--- src/rtl/mmu_req_dispatcher_pkg.sv ---
// Shared MMU request definitions: field widths, fail reasons, page count and dispatcher FSM encodings.
package mmu_req_dispatcher_pkg;
  localparam int ID_W        = 13;
  localparam int SIZE_W      = 4;
  localparam int PIDX_W      = 15;
  localparam int FR_W        = 2;
  localparam int TOTAL_PAGES = 3276;

  localparam logic [FR_W-1:0] FAIL_NONE  = 2'd0;
  localparam logic [FR_W-1:0] FAIL_SIZE  = 2'd1;
  localparam logic [FR_W-1:0] FAIL_RANGE = 2'd2;
  localparam logic [FR_W-1:0] FAIL_ALIGN = 2'd3;

  typedef enum logic [1:0] {ST_IDLE, ST_WAIT, ST_ISSUE, ST_REJECT} state_e;
  typedef enum logic {SRC_ALLOC = 1'b0, SRC_FREE = 1'b1} src_e;

  typedef struct packed {
    logic              is_free;
    logic [ID_W-1:0]   id;
    logic [PIDX_W-1:0] idx;
    logic [1:0]        order;
    logic [FR_W-1:0]   reason;
  } req_t;
endpackage

--- src/rtl/mmu_req_dispatcher_if.sv ---
// Request FIFO, core handshake and response FIFO signals around the dispatcher.
interface mmu_req_dispatcher_if;
  import mmu_req_dispatcher_pkg::*;

  logic              alloc_fifo_empty;
  logic              alloc_req_pop;
  logic [ID_W-1:0]   alloc_req_id;
  logic [SIZE_W-1:0] alloc_req_page_count;
  logic              free_fifo_empty;
  logic              free_req_pop;
  logic [ID_W-1:0]   free_req_id;
  logic [PIDX_W-1:0] free_req_page_idx;
  logic [SIZE_W-1:0] free_req_page_count;
  logic              core_valid;
  logic              core_ready;
  logic              core_is_free;
  logic [ID_W-1:0]   core_id;
  logic [PIDX_W-1:0] core_page_idx;
  logic [1:0]        core_order;
  logic              alloc_rsp_fifo_full;
  logic              alloc_rsp_write_en;
  logic [ID_W-1:0]   alloc_rsp_id;
  logic [PIDX_W-1:0] alloc_rsp_page_idx;
  logic              alloc_rsp_fail;
  logic [FR_W-1:0]   alloc_rsp_fail_reason;
  logic              free_rsp_fifo_full;
  logic              free_rsp_write_en;
  logic [ID_W-1:0]   free_rsp_id;
  logic              free_rsp_fail;
  logic [FR_W-1:0]   free_rsp_fail_reason;

  modport master (
    input  alloc_fifo_empty, alloc_req_id, alloc_req_page_count,
           free_fifo_empty, free_req_id, free_req_page_idx, free_req_page_count,
           core_ready, alloc_rsp_fifo_full, free_rsp_fifo_full,
    output alloc_req_pop, free_req_pop,
           core_valid, core_is_free, core_id, core_page_idx, core_order,
           alloc_rsp_write_en, alloc_rsp_id, alloc_rsp_page_idx, alloc_rsp_fail, alloc_rsp_fail_reason,
           free_rsp_write_en, free_rsp_id, free_rsp_fail, free_rsp_fail_reason
  );

  modport slave (
    output alloc_fifo_empty, alloc_req_id, alloc_req_page_count,
           free_fifo_empty, free_req_id, free_req_page_idx, free_req_page_count,
           core_ready, alloc_rsp_fifo_full, free_rsp_fifo_full,
    input  alloc_req_pop, free_req_pop,
           core_valid, core_is_free, core_id, core_page_idx, core_order,
           alloc_rsp_write_en, alloc_rsp_id, alloc_rsp_page_idx, alloc_rsp_fail, alloc_rsp_fail_reason,
           free_rsp_write_en, free_rsp_id, free_rsp_fail, free_rsp_fail_reason
  );
endinterface

--- src/rtl/mmu_req_check.sv ---
// Combinational page-count normalisation and request validation; shared with the core's free path.
module mmu_req_check
  import mmu_req_dispatcher_pkg::*;
(
  input  logic              is_free,
  input  logic [SIZE_W-1:0] count,
  input  logic [PIDX_W-1:0] idx,
  output logic [1:0]        order,
  output logic              fail,
  output logic [FR_W-1:0]   reason
);
  localparam int XW = PIDX_W + 1;

  // One extra bit so idx + pages cannot wrap near the top of the index space.
  logic [XW-1:0] idx_x, npages, end_x;
  logic          size_ok;

  always_comb begin
    order   = 2'd0;
    size_ok = 1'b1;
    case (count)
      SIZE_W'(1):                                     order = 2'd0;
      SIZE_W'(2):                                     order = 2'd1;
      SIZE_W'(3), SIZE_W'(4):                         order = 2'd2;
      SIZE_W'(5), SIZE_W'(6), SIZE_W'(7), SIZE_W'(8): order = 2'd3;
      default:                                        size_ok = 1'b0;
    endcase

    idx_x  = {1'b0, idx};
    npages = XW'(1) << order;
    end_x  = idx_x + npages;

    reason = FAIL_NONE;
    if (!size_ok)                                reason = FAIL_SIZE;
    else if (is_free) begin
      if (idx_x >= XW'(TOTAL_PAGES))             reason = FAIL_RANGE;
      else if ((idx_x & (npages - XW'(1))) != '0) reason = FAIL_ALIGN;
      else if (end_x > XW'(TOTAL_PAGES))         reason = FAIL_RANGE;
    end
    fail = (reason != FAIL_NONE);
  end
endmodule

--- src/rtl/mmu_req_dispatcher.sv ---
// Round-robin pops alloc/free request FIFOs, validates, then issues to the core or rejects to the rsp FIFO.
// Define MMU_DISPATCH_STATS_EN to add saturating stat_issued/stat_rejected counters.
module mmu_req_dispatcher
  import mmu_req_dispatcher_pkg::*;
(
  input  logic clk,
  input  logic rst_n,
  mmu_req_dispatcher_if.master bus
`ifdef MMU_DISPATCH_STATS_EN
  ,
  output logic [31:0] stat_issued,
  output logic [31:0] stat_rejected
`endif
);
  state_e            state_q, state_d;
  src_e              rr_last_q, src_q, pick;
  req_t              cur_q;
  logic              alloc_rdy, free_rdy, any_rdy, rsp_full;
  logic              chk_is_free, chk_fail;
  logic [SIZE_W-1:0] chk_count;
  logic [PIDX_W-1:0] chk_idx;
  logic [1:0]        chk_order;
  logic [FR_W-1:0]   chk_reason;

  assign alloc_rdy = !bus.alloc_fifo_empty;
  assign free_rdy  = !bus.free_fifo_empty;
  assign any_rdy   = alloc_rdy || free_rdy;
  assign pick      = (free_rdy && (!alloc_rdy || rr_last_q == SRC_ALLOC)) ? SRC_FREE : SRC_ALLOC;
  assign rsp_full  = (src_q == SRC_FREE) ? bus.free_rsp_fifo_full : bus.alloc_rsp_fifo_full;

  // FIFO read data is only meaningful in WAIT, which is the only state that captures it.
  assign chk_is_free = (src_q == SRC_FREE);
  assign chk_count   = chk_is_free ? bus.free_req_page_count : bus.alloc_req_page_count;
  assign chk_idx     = chk_is_free ? bus.free_req_page_idx : '0;

  mmu_req_check u_check (
    .is_free (chk_is_free),
    .count   (chk_count),
    .idx     (chk_idx),
    .order   (chk_order),
    .fail    (chk_fail),
    .reason  (chk_reason)
  );

  always_ff @(posedge clk or negedge rst_n) begin
    if (!rst_n) state_q <= ST_IDLE;
    else        state_q <= state_d;
  end

  always_comb begin
    state_d = state_q;
    case (state_q)
      ST_IDLE:   if (any_rdy)        state_d = ST_WAIT;
      ST_WAIT:                       state_d = chk_fail ? ST_REJECT : ST_ISSUE;
      ST_ISSUE:  if (bus.core_ready) state_d = ST_IDLE;
      ST_REJECT: if (!rsp_full)      state_d = ST_IDLE;
      default:                       state_d = ST_IDLE;
    endcase
  end

  always_comb begin
    bus.alloc_req_pop      = 1'b0;
    bus.free_req_pop       = 1'b0;
    bus.core_valid         = 1'b0;
    bus.alloc_rsp_write_en = 1'b0;
    bus.free_rsp_write_en  = 1'b0;
    case (state_q)
      ST_IDLE: begin
        bus.alloc_req_pop = any_rdy && (pick == SRC_ALLOC);
        bus.free_req_pop  = any_rdy && (pick == SRC_FREE);
      end
      ST_ISSUE: bus.core_valid = 1'b1;
      ST_REJECT: begin
        bus.alloc_rsp_write_en = !rsp_full && (src_q == SRC_ALLOC);
        bus.free_rsp_write_en  = !rsp_full && (src_q == SRC_FREE);
      end
      default: ;
    endcase
  end

  always_ff @(posedge clk or negedge rst_n) begin
    if (!rst_n) begin
      rr_last_q <= SRC_FREE;
      src_q     <= SRC_ALLOC;
      cur_q     <= '0;
    end else begin
      if (state_q == ST_IDLE && any_rdy) begin
        src_q     <= pick;
        rr_last_q <= pick;
      end
      if (state_q == ST_WAIT) begin
        cur_q.is_free <= chk_is_free;
        cur_q.id      <= chk_is_free ? bus.free_req_id : bus.alloc_req_id;
        cur_q.idx     <= chk_idx;
        cur_q.order   <= chk_order;
        cur_q.reason  <= chk_reason;
      end
    end
  end

  assign bus.core_is_free          = cur_q.is_free;
  assign bus.core_id               = cur_q.id;
  assign bus.core_page_idx         = cur_q.idx;
  assign bus.core_order            = cur_q.order;
  assign bus.alloc_rsp_id          = cur_q.id;
  assign bus.alloc_rsp_page_idx    = '0;
  assign bus.alloc_rsp_fail        = bus.alloc_rsp_write_en;
  assign bus.alloc_rsp_fail_reason = cur_q.reason;
  assign bus.free_rsp_id           = cur_q.id;
  assign bus.free_rsp_fail         = bus.free_rsp_write_en;
  assign bus.free_rsp_fail_reason  = cur_q.reason;

`ifdef MMU_DISPATCH_STATS_EN
  always_ff @(posedge clk or negedge rst_n) begin
    if (!rst_n) begin
      stat_issued   <= '0;
      stat_rejected <= '0;
    end else begin
      if (bus.core_valid && bus.core_ready && stat_issued != '1)
        stat_issued <= stat_issued + 32'd1;
      if ((bus.alloc_rsp_write_en || bus.free_rsp_write_en) && stat_rejected != '1)
        stat_rejected <= stat_rejected + 32'd1;
    end
  end
`endif
endmodule

--- src/flat_wrapper.sv ---
// flat-port wrapper written by rule: the top's interface ports become plain ports
module mmu_req_dispatcher_flat import mmu_req_dispatcher_pkg::*;
  (clk, rst_n, bus_alloc_fifo_empty, bus_alloc_req_id, bus_alloc_req_page_count, bus_free_fifo_empty, bus_free_req_id, bus_free_req_page_idx, bus_free_req_page_count, bus_core_ready, bus_alloc_rsp_fifo_full, bus_free_rsp_fifo_full, bus_alloc_req_pop, bus_free_req_pop, bus_core_valid, bus_core_is_free, bus_core_id, bus_core_page_idx, bus_core_order, bus_alloc_rsp_write_en, bus_alloc_rsp_id, bus_alloc_rsp_page_idx, bus_alloc_rsp_fail, bus_alloc_rsp_fail_reason, bus_free_rsp_write_en, bus_free_rsp_id, bus_free_rsp_fail, bus_free_rsp_fail_reason);
  mmu_req_dispatcher_if bus_i ();
  input  logic clk;
  input  logic rst_n;
  input wire logic [$bits(bus_i.alloc_fifo_empty)-1:0] bus_alloc_fifo_empty;
  input wire logic [$bits(bus_i.alloc_req_id)-1:0] bus_alloc_req_id;
  input wire logic [$bits(bus_i.alloc_req_page_count)-1:0] bus_alloc_req_page_count;
  input wire logic [$bits(bus_i.free_fifo_empty)-1:0] bus_free_fifo_empty;
  input wire logic [$bits(bus_i.free_req_id)-1:0] bus_free_req_id;
  input wire logic [$bits(bus_i.free_req_page_idx)-1:0] bus_free_req_page_idx;
  input wire logic [$bits(bus_i.free_req_page_count)-1:0] bus_free_req_page_count;
  input wire logic [$bits(bus_i.core_ready)-1:0] bus_core_ready;
  input wire logic [$bits(bus_i.alloc_rsp_fifo_full)-1:0] bus_alloc_rsp_fifo_full;
  input wire logic [$bits(bus_i.free_rsp_fifo_full)-1:0] bus_free_rsp_fifo_full;
  output wire logic [$bits(bus_i.alloc_req_pop)-1:0] bus_alloc_req_pop;
  output wire logic [$bits(bus_i.free_req_pop)-1:0] bus_free_req_pop;
  output wire logic [$bits(bus_i.core_valid)-1:0] bus_core_valid;
  output wire logic [$bits(bus_i.core_is_free)-1:0] bus_core_is_free;
  output wire logic [$bits(bus_i.core_id)-1:0] bus_core_id;
  output wire logic [$bits(bus_i.core_page_idx)-1:0] bus_core_page_idx;
  output wire logic [$bits(bus_i.core_order)-1:0] bus_core_order;
  output wire logic [$bits(bus_i.alloc_rsp_write_en)-1:0] bus_alloc_rsp_write_en;
  output wire logic [$bits(bus_i.alloc_rsp_id)-1:0] bus_alloc_rsp_id;
  output wire logic [$bits(bus_i.alloc_rsp_page_idx)-1:0] bus_alloc_rsp_page_idx;
  output wire logic [$bits(bus_i.alloc_rsp_fail)-1:0] bus_alloc_rsp_fail;
  output wire logic [$bits(bus_i.alloc_rsp_fail_reason)-1:0] bus_alloc_rsp_fail_reason;
  output wire logic [$bits(bus_i.free_rsp_write_en)-1:0] bus_free_rsp_write_en;
  output wire logic [$bits(bus_i.free_rsp_id)-1:0] bus_free_rsp_id;
  output wire logic [$bits(bus_i.free_rsp_fail)-1:0] bus_free_rsp_fail;
  output wire logic [$bits(bus_i.free_rsp_fail_reason)-1:0] bus_free_rsp_fail_reason;
  assign bus_i.alloc_fifo_empty = bus_alloc_fifo_empty;
  assign bus_i.alloc_req_id = bus_alloc_req_id;
  assign bus_i.alloc_req_page_count = bus_alloc_req_page_count;
  assign bus_i.free_fifo_empty = bus_free_fifo_empty;
  assign bus_i.free_req_id = bus_free_req_id;
  assign bus_i.free_req_page_idx = bus_free_req_page_idx;
  assign bus_i.free_req_page_count = bus_free_req_page_count;
  assign bus_i.core_ready = bus_core_ready;
  assign bus_i.alloc_rsp_fifo_full = bus_alloc_rsp_fifo_full;
  assign bus_i.free_rsp_fifo_full = bus_free_rsp_fifo_full;
  assign bus_alloc_req_pop = bus_i.alloc_req_pop;
  assign bus_free_req_pop = bus_i.free_req_pop;
  assign bus_core_valid = bus_i.core_valid;
  assign bus_core_is_free = bus_i.core_is_free;
  assign bus_core_id = bus_i.core_id;
  assign bus_core_page_idx = bus_i.core_page_idx;
  assign bus_core_order = bus_i.core_order;
  assign bus_alloc_rsp_write_en = bus_i.alloc_rsp_write_en;
  assign bus_alloc_rsp_id = bus_i.alloc_rsp_id;
  assign bus_alloc_rsp_page_idx = bus_i.alloc_rsp_page_idx;
  assign bus_alloc_rsp_fail = bus_i.alloc_rsp_fail;
  assign bus_alloc_rsp_fail_reason = bus_i.alloc_rsp_fail_reason;
  assign bus_free_rsp_write_en = bus_i.free_rsp_write_en;
  assign bus_free_rsp_id = bus_i.free_rsp_id;
  assign bus_free_rsp_fail = bus_i.free_rsp_fail;
  assign bus_free_rsp_fail_reason = bus_i.free_rsp_fail_reason;
  mmu_req_dispatcher u_core (.clk(clk), .rst_n(rst_n), .bus(bus_i));
endmodule
--- config.mk ---
export PLATFORM = sky130hd
export DESIGN_NAME = mmu_req_dispatcher_flat
export DESIGN_NICKNAME = d
export VERILOG_FILES = /design/src/rtl/mmu_req_dispatcher_pkg.sv /design/src/rtl/mmu_req_dispatcher_if.sv /design/src/rtl/mmu_req_check.sv /design/src/rtl/mmu_req_dispatcher.sv /design/src/flat_wrapper.sv
export SDC_FILE = /design/constraint.sdc
export NUM_CORES = 1
export LEC_CHECK = 0
export CAP_MARGIN = 20
export CORE_MARGIN = 2
export CORE_UTILIZATION = 36
export DETAILED_ROUTE_END_ITERATION = 16
export GPL_ROUTABILITY_DRIVEN = 0
export MAX_ROUTING_LAYER = met4
export PLACE_DENSITY = 0.87
export REMOVE_ABC_BUFFERS = 1
export SLEW_MARGIN = 25
export SYNTH_ARGS = -nofsm -noshare
export SYNTH_HDL_FRONTEND = slang
export SYNTH_SLANG_ARGS = --single-unit
export TNS_END_PERCENT = 30
--- constraint.sdc ---
create_clock -name clk -period 2.7 [get_ports clk]
set_input_delay 0.54 -clock clk [delete_from_list [all_inputs] [get_ports clk]]
set_output_delay 0.54 -clock clk [all_outputs]
set_load 0.02 [all_outputs]
==> results of run 1 <==
final cells by class:
class / instances / area (µm²)
sequential: 37 / 928
tap: 99 / 124
inverter: 14 / 52.6
timing repair buffer: 151 / 1440
clock inverter: 3 / 68.8
clock buffer: 5 / 68.8
fill: 622 / 3090
multi-input combinational: 212 / 1410
cell usage in the layout (no fill, tap or decap), drive strengths merged, types with 5 or more instances in the layout:
master / synthesis / layout
conb: 1 / 15
ha: 6 / 6
nor2: 8 / 8
a211o: 5 / 5
a31oi: 5 / 5
o21ai: 38 / 38
dfrtp: 36 / 36
inv: 13 / 14
clkbuf: 8 / 7
buf: 50 / 29
a21oi: 13 / 13
dlygate4sd2: 0 / 7
mux2i: 16 / 16
clkdlybuf4s50: 0 / 112
nand2: 46 / 46
sequential cells by signal, summed over array words and instances (netlist names):
register                          cells
u_core.bus.alloc_rsp_fail_reason      2
u_core.bus.alloc_rsp_id              13
u_core.bus.core_is_free               1
u_core.bus.core_order                 2
u_core.bus.core_page_idx             15
u_core.chk_is_free                    1
u_core.rr_last_q                      1
u_core.state_q                        2
metrics by stage:
stage | setup TNS, ns | utilization (%) | setup WS (ns) | hold slack (ns) | std cells
after CTS | -0.374 | 56.9 | -0.188 | 0.365 | 521
after detailed placement | -2.32 | 53.2 | -0.891 | 0.473 | 508
after global routing | -0.716 | 57.0 | -0.341 | 0.408 | 521
final | -0.447 | 57.0 | -0.224 | 0.341 | 521
after global placement | -2.02 | 53.2 | -0.752 | 0.461 | 508
after floorplan | -3.36 | - | -1.06 | 0.244 | 263
worst max-delay path, delay by kind of cell (launching register included):
kind / cells / cell delay (ns)
compound gates: 4 / 0.71
buf+inv: 4 / 0.36
fa+ha+maj: 2 / 0.37
flops: 1 / 0.51
simple gates: 2 / 0.34
xor+xnor: 1 / 0.14
mux: 1 / 0.36
where the power goes:
part           switching, mW  total [mW]  internal, mW
Combinational           1.53        2.93          1.40
Sequential             0.232        1.05         0.819
Clock                  0.212       0.584         0.372
Total                   1.98        4.56          2.59
repair_timing:
item / 4_1_cts / 5_1_grt
setup endpoints to repair: 5 / 3
hold endpoints to repair: 0 / 0
gates resized for setup: 38 / 6
buffers inserted: 5 / 0
pin swaps: 14 / 2
worst min-delay path by stage:
stage	start	end	slack, ns
2_1_floorplan	rst_n	u_core.bus.alloc_rsp_fail_reason[0]	0.24
3_3_place_gp	u_core.bus.core_page_idx[13]	u_core.bus.core_page_idx[13]	0.46
3_5_place_dp	u_core.bus.core_page_idx[13]	u_core.bus.core_page_idx[13]	0.47
4_1_cts	rst_n	u_core.bus.alloc_rsp_id[8]	0.37
5_1_grt	rst_n	u_core.bus.alloc_rsp_id[8]	0.41
6_report	rst_n	u_core.bus.core_is_free	0.34
cell families after synthesis:
kind of cell | Yosys count | share of synthesized area [%]
AO/OA/AOI/OAI | 78 | 18.0
XOR/XNOR | 8 | 2.65
adder cells (fa/ha/maj) | 7 | 3.60
buffers and inverters | 72 | 17.4
flip-flops | 37 | 35.1
multiplexers | 20 | 7.76
other | 1 | 0.142
AND/OR/NAND/NOR | 84 | 15.4
routing by layer:
metal  up-vias  wire, µm  track usage (%)
met5         -         0                -
met4         0        93             3.85
met3        10       370             3.86
met2        95      3770             32.3
met1      1206      3140             22.2
li1       1232         -                -
==> flow_metrics.py, run 1 <==
metrics = {
    "outcome": {
        "status": "complete, but fails checks",
        "violations": "setup timing",
    },
    "place": {
        "io_buffers": 123,
        "post_dp_cell_area_um2": 3820,
        "place_hpwl_mm": 5.47,
    },
    "setup_path": {
        "end_kind": "flop",
        "critPathMaxFanout": 8,
        "worstPathArrival_ns": 3.10,
        "max_stage_delay_ns": 0.51,
        "startpoint_type": "flop",
        "crit_chain": "mux2_4 -> buf_4 -> or2_4 -> nand2_4 -> inv_2 -> ha_4 -> inv_2 -> fa_2 -> buf_4 -> xor2_1 -> a21oi_1 -> a211o_1 -> a221oi_2 -> o21ai_1",
        "slowest_stage": "dfrtp_2",
        "reg2regPathDepth": 14,
        "rrSetupSlack_ns": -0.22,
        "crit_path_end": "u_core.state_q[0]",
        "cp.required_ns": 2.88,
        "crit-reg2reg-capture": "u_core.state_q[0]",
        "criticalPathCategory": "reg2reg",
        "critPathLaunch": "u_core.chk_is_free",
        "timing.rr.start": "u_core.chk_is_free",
    },
    "synth": {
        "synth_common_cells": "buf_4, nand2_1, dfrtp_1",
        "synth.distinct_cells": 51,
        "syn_inst": 307,
        "synth_edf_count": 0,
        "synthesis.area_per_instance_um2": 8.62,
        "seq_area_frac_synth_pct": 35.1,
        "ys_seq_elements": 37,
        "synth_top_flop_cell": "dfrtp_1",
        "synth_top_area_cell": "dfrtp_1",
        "synth_area_leaders": "dfrtp_1, buf_4, nand2_1",
        "synth_top_area_share_pct": 34.1,
        "syn_area_um2": 2650,
        "yosysMostFrequentCell": "buf_4",
        "synth_warnings": 0,
        "ys_async_sr_fraction_pct": 100,
    },
    "drt": {
        "wl_mm": 7.37,
        "firstDrtPassIters": 4,
        "ant_nets": 0,
        "drt_iter0_drc": 132,
        "via_per_inst": 4.88,
        "drc": 0,
        "wire_per_inst_um": 14.1,
        "vias": 2543,
    },
    "floorplan": {
        "die_y_um": 89.7,
        "initial_utilization_pct": 36.9,
        "rows": 31,
        "die-area_um2": 8050,
        "die_x_um": 89.7,
        "core_um2": 7180,
        "ios": 139,
    },
    "global_route": {
        "grt_pass1_wl_mm": 12.2,
        "grt_pass1_vias": 2507,
        "grt_overflow": 0,
        "grt_max_degree": 38,
        "grtUsageTotal_pct": 18.5,
        "antenna_found_initial": 0,
    },
    "timing": {
        "final_max_slew_viol_count": 0,
        "setup_ws_ns": -0.224,
        "fin_crit_ns": 2.92,
        "setup_viol": 2,
        "finClkSkew_ns": 0.00855,
        "clock.fmax_ghz": 0.342,
        "relSlewSlack_pct": 45.0,
        "hold_viol_final": 0,
        "period_share_pct": 108,
        "rsz0062_at_grt": "yes",
        "tightest_slew_ns": 0.825,
    },
    "power_and_ir_drop": {
        "vdd_drop_max_uv": 371,
        "powerDensity_nw_per_um2": 1120,
        "power.total_mw": 4.56,
        "leakage_nw": 1.81,
    },
    "final_layout": {
        "final_area_um2": 4090,
        "fin_nets": 484,
        "antennaDiodeCount": 0,
        "area_growth_syn_to_layout_pct": 54.6,
        "drive_gt1_share_pct": 15.9,
    },
    "clock_network": {
        "cts.clk_slew.worst_paths_ns": 0.08,
        "clk-insertion-delay-late_ns": 0.29,
        "clock-sinks": 37,
        "htreeDepth": 2,
        "numCtsBuffers": 5,
        "cts_tree": "built",
        "ctsHoldBuffers": 0,
        "root_buffer": "clkbuf_8",
        "cts.path.max_buffers": 2,
    },
    "hold_path": {
        "hold_class": "in2async",
    },
    "job": {
        "max_cap_viol_count": 0,
    },
}
No activity file was read; power rests on OpenSTA's default activity.
==> inputs of run 2 (changes only) <==
- CORE_ASPECT_RATIO: unset -> 0.75
==> flow_metrics.py, run 2 (synthesis gave the netlist of run 1 again) <==
metrics = {
    "outcome": {
        "status": "complete, but fails checks",
        "violations": "setup timing",
    },
    "timing": {
        "hold_viol_final": 0,
        "rsz0062_at_grt": "yes",
        "final_max_slew_viol_count": 0,
        "setup_viol": 3,
        "clock.fmax_ghz": 0.336,
        "tightest_slew_ns": 0.870,
        "relSlewSlack_pct": 42.0,
        "period_share_pct": 110,
        "setup_ws_ns": -0.274,
        "setup-tns-final_ns": -0.605,
        "finClkSkew_ns": 0.00699,
        "fin_crit_ns": 2.97,
    },
    "setup_path": {
        "slowest_stage": "dfrtp_2",
        "worstPathArrival_ns": 3.15,
        "end_kind": "flop",
        "criticalPathCategory": "reg2reg",
        "max_stage_delay_ns": 0.50,
        "cp.required_ns": 2.88,
        "crit_chain": "buf_6 -> a211oi_2 -> a21o_1 -> mux2_4 -> nand2_4 -> inv_2 -> ha_4 -> inv_4 -> fa_2 -> nand2b_4 -> a21oi_2 -> xnor2_1 -> a211o_1 -> a221oi_2 -> o21ai_1",
        "crit_family": "compound AO/OA/AOI/OAI gates",
        "critPathMaxFanout": 8,
        "cp_num_buf_inv": 3,
        "startpoint_type": "flop",
    },
    "final_layout": {
        "utilization_pct": 58.3,
        "area_growth_syn_to_layout_pct": 59.5,
        "antennaDiodeCount": 0,
        "final_cell_mix": "clkdlybuf4s50_1, nand2_1, dfrtp_1",
        "final_area_um2": 4220,
        "drive_gt1_share_pct": 19.1,
        "layout_commonest_cell": "clkdlybuf4s50_1",
        "fin_nets": 492,
        "largest_reg_flops": 15,
    },
    "global_route": {
        "grt_max_degree": 38,
        "grt_pass1_wl_mm": 12.8,
        "grt_most_used_layer": "met2",
        "antenna_found_initial": 0,
        "met2_usage_pct": 33.5,
        "grtUsageMet1_pct": 25.7,
        "grtUsageTotal_pct": 20.6,
        "grt_overflow": 0,
        "grt_pass1_vias": 2591,
        "grt_util_met3_pct": 5.52,
    },
    "clock_network": {
        "cts_tree": "built",
        "root_buffer": "clkbuf_8",
        "numCtsBuffers": 5,
        "cts.path.max_buffers": 2,
        "clock-sinks": 37,
        "htreeDepth": 2,
        "clk-insertion-delay-late_ns": 0.29,
        "cts.clk_slew.worst_paths_ns": 0.08,
    },
    "drt": {
        "firstDrtPassIters": 4,
        "drc": 0,
        "wl_mm": 8.04,
        "via_per_inst": 4.85,
        "drt_iter0_drc": 128,
        "ant_nets": 0,
        "wire_per_inst_um": 15.1,
        "vias": 2574,
    },
    "hold_path": {
        "hold_class": "in2async",
    },
    "power_and_ir_drop": {
        "leakage_nw": 1.87,
        "powerDensity_nw_per_um2": 1110,
        "vdd_drop_max_uv": 471,
    },
    "floorplan": {
        "ios": 139,
        "die_y_um": 78.2,
        "die-area_um2": 8060,
        "initial_utilization_pct": 36.6,
        "die_x_um": 103,
        "core_um2": 7230,
        "rows": 27,
    },
    "job": {
        "max_cap_viol_count": 0,
    },
    "place": {
        "place_worst_setup_slack_ns": -0.892,
        "place_hpwl_mm": 5.80,
        "post_dp_cell_area_um2": 3840,
        "io_buffers": 123,
    },
}
[run 2: cell types whose count changed in the layout (fill, tap and decap cells not counted), sizes merged]
| cell | change |
|---|---|
| buf | +8 |
| clkdlybuf4s50 | -3 |
| clkbuf | -2 |
| clkdlybuf4s15 | +2 |
| dlygate4sd2 | +2 |
| clkinv | +1 |
| dlymetal6s2s | +1 |
| inv | -1 |
[run 2: layout make-up]
class	instances	area (µm²)
clock inverters	3	65.1
repair buffers	159	1510
clock buffers	5	68.8
well taps	101	126
multi-input cells	212	1460
inverters	14	55.1
flip-flops and latches	37	928
fillers	622	3010
[run 2: path summary, 6_finish.rpt]
path	start	to	slack, ns	cells past startpoint
setup / recovery	u_core.chk_is_free	u_core.bus.alloc_rsp_fail_reason[1]	-0.27	15
hold / removal	rst_n	u_core.state_q[1]	0.35	1
setup reg to reg	u_core.chk_is_free	u_core.bus.alloc_rsp_fail_reason[1]	-0.27	15
hold reg to reg	u_core.bus.core_page_idx[14]	u_core.bus.core_page_idx[14]	0.48	2
max in group asynchronous	rst_n	u_core.chk_is_free	1.76	1
min in group clk	u_core.bus.core_page_idx[14]	u_core.bus.core_page_idx[14]	0.48	2
[run 2: where the power goes]
| group | switching [mW] | total, mW | internal [mW] |
|---|---|---|---|
| logic | 1.60 | 3.05 | 1.45 |
| registers | 0.231 | 1.05 | 0.820 |
| clock network | 0.205 | 0.572 | 0.367 |
[run 2: what timing repair did]
item | in CTS | in global routing
hold buffers | 0 | 0
buffers inserted | 9 | 1
pin swaps | 18 | 6
gates resized for setup | 51 | 8
setup endpoints to repair | 7 | 4
hold endpoints to repair | 0 | 0
[run 2: metrics by stage]
stage          hold WS, ns  cells  power [mW]
6_report             0.346    531        4.67
5_1_grt              0.422    531        4.98
4_1_cts              0.384    530        4.64
3_5_place_dp         0.469    513        3.88
3_3_place_gp         0.464    513        3.80
2_1_floorplan        0.244    263        2.47
[run 2: worst reg2reg max path, delay by kind of cell, from the launching register on]
| family | cells | cell delay (ns) |
|---|---|---|
| xor+xnor | 1 | 0.09 |
| mux | 1 | 0.17 |
| buf+inv | 3 | 0.25 |
| flops | 1 | 0.50 |
| simple gates | 2 | 0.23 |
| compound gates | 6 | 1.06 |
| fa+ha+maj | 2 | 0.55 |
[run 2: per-layer routing]
layer  wire length (µm)  part of all wire, %
met5                  0                    0
met4                 84                  1.0
met3                626                  7.8
met2               3940                   49
met1               3390                   42
